## src/rtl/aes_seq_ctrl.sv

```systemverilog
// rtl/aes_seq_ctrl.sv - sequencing controller for an iterative AES-128 encryption core
//
// Accepts a key and plaintext blocks over a shared input bus, drives key
// expansion and the round core, counts rounds and holds the result until
// the consumer takes it.
//
// Ports:
//   clk, rst        clock, asynchronous active-high reset
//   key_valid/ready key handshake on the shared input bus
//   data_valid/ready plaintext handshake on the shared input bus
//   new_key         presented key differs from the stored key
//   kexp_done       key expansion finished (looked at only while expanding)
//   load_key        capture strobe for the key
//   load_data       capture strobe for the plaintext block
//   keylogic_start  select key onto the input-stage output and run expansion
//   pcore_start     select data ^ key onto the input-stage output, start rounds
//   round           current round index, 0..NR
//   round_last      final round in progress
//   busy            controller not idle
//   out_valid/ready ciphertext handshake

module aes_seq_ctrl #(
  parameter int NR = 10
) (
  input  logic       clk,
  input  logic       rst,
  input  logic       key_valid,
  output logic       key_ready,
  input  logic       data_valid,
  output logic       data_ready,
  input  logic       new_key,
  input  logic       kexp_done,
  output logic       load_key,
  output logic       load_data,
  output logic       keylogic_start,
  output logic       pcore_start,
  output logic [3:0] round,
  output logic       round_last,
  output logic       busy,
  output logic       out_valid,
  input  logic       out_ready
);

  localparam logic [3:0] NR_W = 4'(NR);

  typedef enum logic [2:0] {
    S_IDLE,
    S_KEXP,
    S_START,
    S_ROUND,
    S_DONE
  } state_t;

  state_t     state;
  state_t     state_next;
  logic [3:0] round_next;
  logic       key_loaded;
  logic       key_loaded_next;

  always_ff @(posedge clk or posedge rst) begin
    if (rst) begin
      state      <= S_IDLE;
      round      <= 4'd0;
      key_loaded <= 1'b0;
    end else begin
      state      <= state_next;
      round      <= round_next;
      key_loaded <= key_loaded_next;
    end
  end

  always_comb begin
    state_next      = state;
    round_next      = round;
    key_loaded_next = key_loaded;
    key_ready       = 1'b0;
    data_ready      = 1'b0;
    keylogic_start  = 1'b0;
    pcore_start     = 1'b0;
    out_valid       = 1'b0;

    case (state)
      S_IDLE: begin
        key_ready  = 1'b1;
        // Key wins when both requesters are present; data waits for a usable key.
        data_ready = key_loaded & ~key_valid;
        round_next = 4'd0;
        if (key_valid) begin
          // An unchanged key is already expanded: mark it usable, skip expansion.
          if (new_key) begin
            state_next = S_KEXP;
          end else begin
            key_loaded_next = 1'b1;
          end
        end else if (data_valid && data_ready) begin
          state_next = S_START;
        end
      end

      S_KEXP: begin
        keylogic_start = 1'b1;
        if (kexp_done) begin
          state_next      = S_IDLE;
          key_loaded_next = 1'b1;
        end
      end

      S_START: begin
        pcore_start = 1'b1;
        state_next  = S_ROUND;
        round_next  = 4'd1;
      end

      S_ROUND: begin
        // >= rather than == so a corrupted count can never run past NR or wrap.
        if (round >= NR_W) begin
          state_next = S_DONE;
          round_next = 4'd0;
        end else begin
          round_next = round + 4'd1;
        end
      end

      S_DONE: begin
        out_valid = 1'b1;
        if (out_ready) begin
          state_next = S_IDLE;
        end
      end

      default: begin
        state_next = S_IDLE;
        round_next = 4'd0;
      end
    endcase
  end

  // Strobes are masked while reset is held so nothing is captured during it.
  assign load_key   = key_valid & key_ready & ~rst;
  assign load_data  = data_valid & data_ready & ~rst;
  assign round_last = (state == S_ROUND) && (round == NR_W);
  assign busy       = (state != S_IDLE);

endmodule

```

## config.mk

```make
export PLATFORM = sky130hd
export DESIGN_NAME = aes_seq_ctrl
export DESIGN_NICKNAME = d
export VERILOG_FILES = /design/src/rtl/aes_seq_ctrl.sv
export SDC_FILE = /design/constraint.sdc
export NUM_CORES = 1
export LEC_CHECK = 0
export CORE_UTILIZATION = 30
export CTS_BUF_LIST = sky130_fd_sc_hd__clkbuf_16
export CTS_CLUSTER_DIAMETER = 100
export CTS_CLUSTER_SIZE = 24
export DETAILED_ROUTE_END_ITERATION = 10
export DONT_BUFFER_PORTS = 1
export SLEW_MARGIN = 40
export SYNTH_ARGS = -nofsm -noshare
export SYNTH_HDL_FRONTEND = slang
export SYNTH_SLANG_ARGS = --single-unit
```

## constraint.sdc

```tcl
create_clock -name clk -period 1.9 [get_ports clk]
set_clock_uncertainty 0.15 [all_clocks]
set_input_delay 0.285 -clock clk [delete_from_list [all_inputs] [get_ports clk]]
set_output_delay 0.285 -clock clk [all_outputs]
set_load 0.02 [all_outputs]
```

==> results of run 1 <==
==> cell usage after synthesis, types with 2 or more instances <==
master	number	area, µm²
dfrtp_1	8	200
nand2_1	3	11.3
o21ai_0	5	25.0
nor3b_2	3	37.5
o31ai_1	2	15.0
nand3b_1	2	15.0
ha_1	2	25.0
o22ai_1	2	12.5
inv_1	5	18.8
nor3b_1	2	15.0
==> how the worst min path moves through the flow <==
stage | end | cells after the start
detailed placement | key_loaded | 2
floorplan | key_loaded | 1
CTS | key_loaded | 1
global placement | key_loaded | 2
global route | state[2] | 1
finish | key_loaded | 1
==> metal layers <==
metal  global-route usage, %  wire length [µm]  vias to the layer above
met5                       0                 0                        -
met4                    3.64                10                        0
met3                    7.76                54                        3
met2                    25.0               652                        5
met1                    17.8               593                      242
li1                        -                 -                      239
==> registers in the layout, summed over array words and instances, names as in the netlist <==
signal      flops
state           3
round           4
key_loaded      1
==> logic make-up (layout without fill, tap and decap cells) <==
kind of cell             Yosys count  count (layout)  synth area share [%]
buffers and inverters              9              24                  8.80
AO/OA/AOI/OAI                     15              15                  18.7
AND/OR/NAND/NOR                   22              22                  30.8
flip-flops                         8               8                  37.0
adder cells (fa/ha/maj)            2               2                  4.63
==> worst max-delay path: cells and delay by family, from the launching register on <==
family | cells | cell delay, ns
AND/OR/NAND/NOR | 2 | 0.61
buffers and inverters | 1 | 0.14
flip-flops | 1 | 0.44
==> power breakdown <==
| group | total (mW) | switching, mW | internal (mW) |
|---|---|---|---|
| Clock | 0.356 | 0.0846 | 0.271 |
| Sequential | 0.286 | 0.0553 | 0.230 |
| Combinational | 0.578 | 0.325 | 0.254 |
| Total | 1.22 | 0.465 | 0.755 |
==> area by class of cell <==
type                       instances  area (µm²)
fill                             149         822
multi-input combinational         39         323
sequential                         8         201
timing repair buffer              15         119
clock buffer                       3        75.1
tap                               24        30.0
inverter                           6        23.8
==> repair_timing <==
item / in CTS / in global routing
setup endpoints to repair: 2 / 5
setup buffers: 1 / 0
gates resized for setup: 2 / 6
hold buffers: 1 / 0
pin swaps: 1 / 2
hold endpoints to repair: 8 / 0
==> results.md, run 1 <==
- Run status: complete, no violations
- Post-synth EDFFs: 0
- Total gr overflow: 0
- CTS tree: done
- Fin util: 48.4%
- Final RePlAce weighted congestion: 0.818
- Drt drc: 0
- Die ar.: a little under 0.002 mm²
- WP data arrival: approximately 1.4 ns
- Leak: about 0.34 nW
- Number of clock sinks: 8
- Largest net degree at the start of global routing: 11
- Crit share post-route: a little over nine tenths
- WL/cell: about 14 µm
- Nets: between 80 and 90
- Clk root buf: clkbuf_16
- N_diodes: 0
- CTS Buf Count: 3
- MaxCap Viol Count: 0
- Critical path fanouts, max: 7
- Post-placement worst setup slack: between 0.15 and 0.2 ns
- Netlist cell types: 32
- CP startpoint: state[2]
- Layout cells sized above 1: a little under two fifths
- Vias in the first global route: about 470
- Final worst slack: about 0.038 ns
- First-pass GRT wire length: 2110 µm
- Peak VDD IR: a little over 900 µV
- Ys flop type: dfrtp_1
- Iter 0 DRT Violations: 13
- RSZ-0062 raised after global routing: true
- Reg2reg start: state[0]
- Max-slew headroom: just over 70%
- Die width: roughly 44 µm
- Cells after Synth: 56
- First-pass iteration count of the detailed router: 4
- Io pins: 20
- Hold_sp: kexp_done
- Worst Reg2Reg Path Length in Cells: 6
- Mean Syn Cell Area: roughly 9.7 µm²
- Power Total: between 1 and 1.5 mW
- Reg-to-reg critical path endpoint: state[2]
- # rows: 14
- Setup_tns: 0 ns
- Ys Warns: 0
- Crit-path cells: or3_4, nor3_4, buf_6
- Area Growth Syn to Fin: 42.8%
- CTS max path bufs: 2
- Total number of vias: about 490
- Clk Latency, worst-skew pair: 0.23 ns
- Crit path max-delay cell type: dfrtp_2
- Port bufs: 0
- Worst Hold Class: input port to flop
- Commonest non-fill, non-tap cell in the layout: buf_4
- Final std cells w/o fill: 95
- All-Layer GR Usage: 15.3%
- Min cycle time layout: roughly 1.9 ns
- Detail Route Antenna Nets: 0
- Most frequent cells in the layout: buf_4 (13), dfrtp_1 (7), inv_1 (5), o21ai_0 (5)
- Crit-path max cell delay: between 0.4 and 0.5 ns
- Worst Tran Pin Value: ~0.44 ns
- Number of endpoints failing setup at the final stage: 0
- Power per Cell Area: 1580 mW/mm²
- Clk pin slew, worst setup/hold paths: 0.04 ns
- Reg2Reg Setup Slack: roughly 0.29 ns
- DP Area: ~640 µm²
- FMAX: 537 MHz
- CTS HTree Levels: 1
- Sequential-to-total area share from yosys stat: between 30% and 40%
- Mapped cell area: 541 µm²
- CP required: about 1.5 ns
- Seq cells post-synth: 8
- CP Class: flop to primary output
- Fin. Hold Viols: 0
- Antenna violations before repair: 0
- Initial Utilization: about a third
- Core ar.: between 0.0015 and 0.002 mm²
- Placed cells: 90
- Startpoint types: flop
- Syn_nets: 65
- Routed WL: between 1000 and 1500 µm
- Final Instance Area: slightly below 800 µm²
- HPWL Detailed: just under 1000 µm
- Final Max Slew Viols: 0
- Fraction of registers with async set/reset: between 90% and 100%
- Crit path to: load_data
- Final hold slack: 0.0487 ns
- Via/cell ratio: ~5.1
- Worst Setup End Kind: primary output
- Chip height: ~44 µm
(Power assumes the default switching activity.)
==> run 2, diff against run 1 <==
- SKIP_CTS_REPAIR_TIMING: unset -> 1
==> run 2 against run 1 <==
Sequential power hardly changed. Combinational power increased by 3%. Utilization grew 0.24 points. Setup slack got worse by 0.029 ns. First-iteration DRC count down 38%. Critical endpoint unchanged.
==> results.md, run 2 (synthesized netlist as in run 1, its figures left out) <==
- Run status: complete, no violations
- Iter 0 DRT Violations: 8
- Most frequent cells in the layout: buf_4 (13), dfrtp_1 (7), inv_1 (5), o21ai_0 (5)
- Psw: slightly below 500 µW
- HPWL Detailed: around 1000 µm
- Critical path fanouts, max: 6
- Fin. Hold Viols: 0
- Initial Utilization: about a third
- Top Layer Used: met4
- CP Class: flop to primary output
- CP top delay family: simple AND/OR/NAND/NOR gates
- Comb power frac: 48.0%
- Final RePlAce weighted congestion: roughly 0.8
- Total number of vias: 491
- Max-slew headroom: 70.0%
- Clk root buf: clkbuf_16
- Clk pin slew, worst setup/hold paths: around 0.040 ns
- N_diodes: 0
- All-Layer GR Usage: ~15%
- Internal Power: ~760 µW
- Clk Latency, worst-skew pair: roughly 0.24 ns
- Chip height: 44.4 µm
- CTS tree: done
- Leak: between 0.3 and 0.4 nW
- Peak VDD IR: between 900 and 1000 µV
- Most flops, register: round
- Vias in the first global route: about 460
- Crit-path max cell delay: 0.48 ns
- Clk pwr share: 28.8%
- Worst Setup End Kind: primary output
- Final std cells w/o fill: 95
- Layout cells sized above 1: 38.0%
- DP Area: between 600 and 700 µm²
- First-pass iteration count of the detailed router: 4
- Final Max Slew Viols: 0
- Startpoint types: flop
- CTS Buf Count: 3
- Worst Tran Pin Value: 0.450 ns
- Crit-path cells: or3_4, nor3_4, buf_6
- RSZ-0062 raised after global routing: true
- Die width: around 44 µm
- Switch share: approximately two fifths
- Total gr overflow: 0
- FMAX: between 500 and 600 MHz
- Die ar.: a little under 0.002 mm²
- Via/cell ratio: roughly 5.2
- Core ar.: roughly 0.0016 mm²
- Detail Route Antenna Nets: 0
- WP data arrival: approximately 1.5 ns
- Nets: between 80 and 90
- First-pass GRT wire length: 2060 µm
- Commonest non-fill, non-tap cell in the layout: buf_4
- Final hold slack: ~0.05 ns
- DRT met1 WL: ~600 µm
- Min cycle time layout: around 1.9 ns
- Largest net degree at the start of global routing: 11
- Crit share post-route: 99.5%
- CTS HTree Levels: 1
- Max reg flops: 4
- Area Growth Syn to Fin: 43.5%
- # rows: 14
- Final Instance Area: 776 µm²
- CP required: between 1 and 1.5 ns
- Worst Hold Class: input port to flop
- Power per Cell Area: between 1500 and 2000 mW/mm²
- Placed cells: 90
- Setup_tns: 0 ns
- Sequential power share: 23.2%
- Regs by FF count: round: 4 flops, state: 3 flops, key_loaded: 1 flops
- Number of endpoints failing setup at the final stage: 0
- Routed WL: between 1000 and 1500 µm
- MaxCap Viol Count: 0
- Met3 WL post-DR: between 50 and 60 µm
- Crit path max-delay cell type: or3_4
- Io pins: 20
- Reg2Reg Setup Slack: between 0.3 and 0.4 ns
- WL/cell: approximately 15 µm
- CP Buf/Inv Count: 1
- Antenna violations before repair: 0
- Met2 WL: 762 µm
- Drt drc: 0
- Port bufs: 0
- Number of clock sinks: 8
- CTS max path bufs: 2
## run 2: area by class of cell
cell class / count / area [µm²]
fill: 151 / 818
sequential: 8 / 201
clock buffer: 3 / 75.1
inverter: 6 / 23.8
tap: 24 / 30.0
multi-input combinational: 39 / 327
timing repair buffer: 15 / 119
## run 2: worst paths after layout
kind	cells past startpoint	from	end
min in group asynchronous	3	rst	key_loaded
setup reg to reg	5	state[2]	round[3]
hold / removal	1	kexp_done	key_loaded
hold reg to reg	1	key_loaded	key_loaded
max in group asynchronous	3	rst	state[0]
setup / recovery	3	state[0]	load_data
## run 2: metrics by stage
stage               total power [mW]  utilization, %  setup slack [ns]
floorplan                      0.665               -            0.0248
global placement               0.824            40.4             0.207
detailed placement             0.832            40.4             0.192
CTS                             1.19            45.1           -0.0566
global route                    1.32            48.7           -0.0530
finish                          1.24            48.7           0.00861
## run 2: power groups by stage
stage / logic (mW) / clock network [mW] / registers (mW)
final: 0.595 / 0.357 / 0.288
after global placement: 0.539 / 0 / 0.285
after detailed placement: 0.545 / 0 / 0.287
after global routing: 0.649 / 0.373 / 0.295
after floorplan: 0.335 / 0 / 0.330
after CTS: 0.547 / 0.360 / 0.285
## run 2: routing by layer
layer | global-route usage (%) | up-vias
met4 | 3.64 | 0
met1 | 17.3 | 245
met2 | 24.1 | 5
met5 | 0 | -
met3 | 7.76 | 3
li1 | - | 238
==> run 3, diff against run 2 <==
- CAP_MARGIN: unset -> 20
- SLEW_MARGIN: 40 -> 20
==> results of run 3 <==
No change in the layout: final DEF, timing and power equal those of run 2.
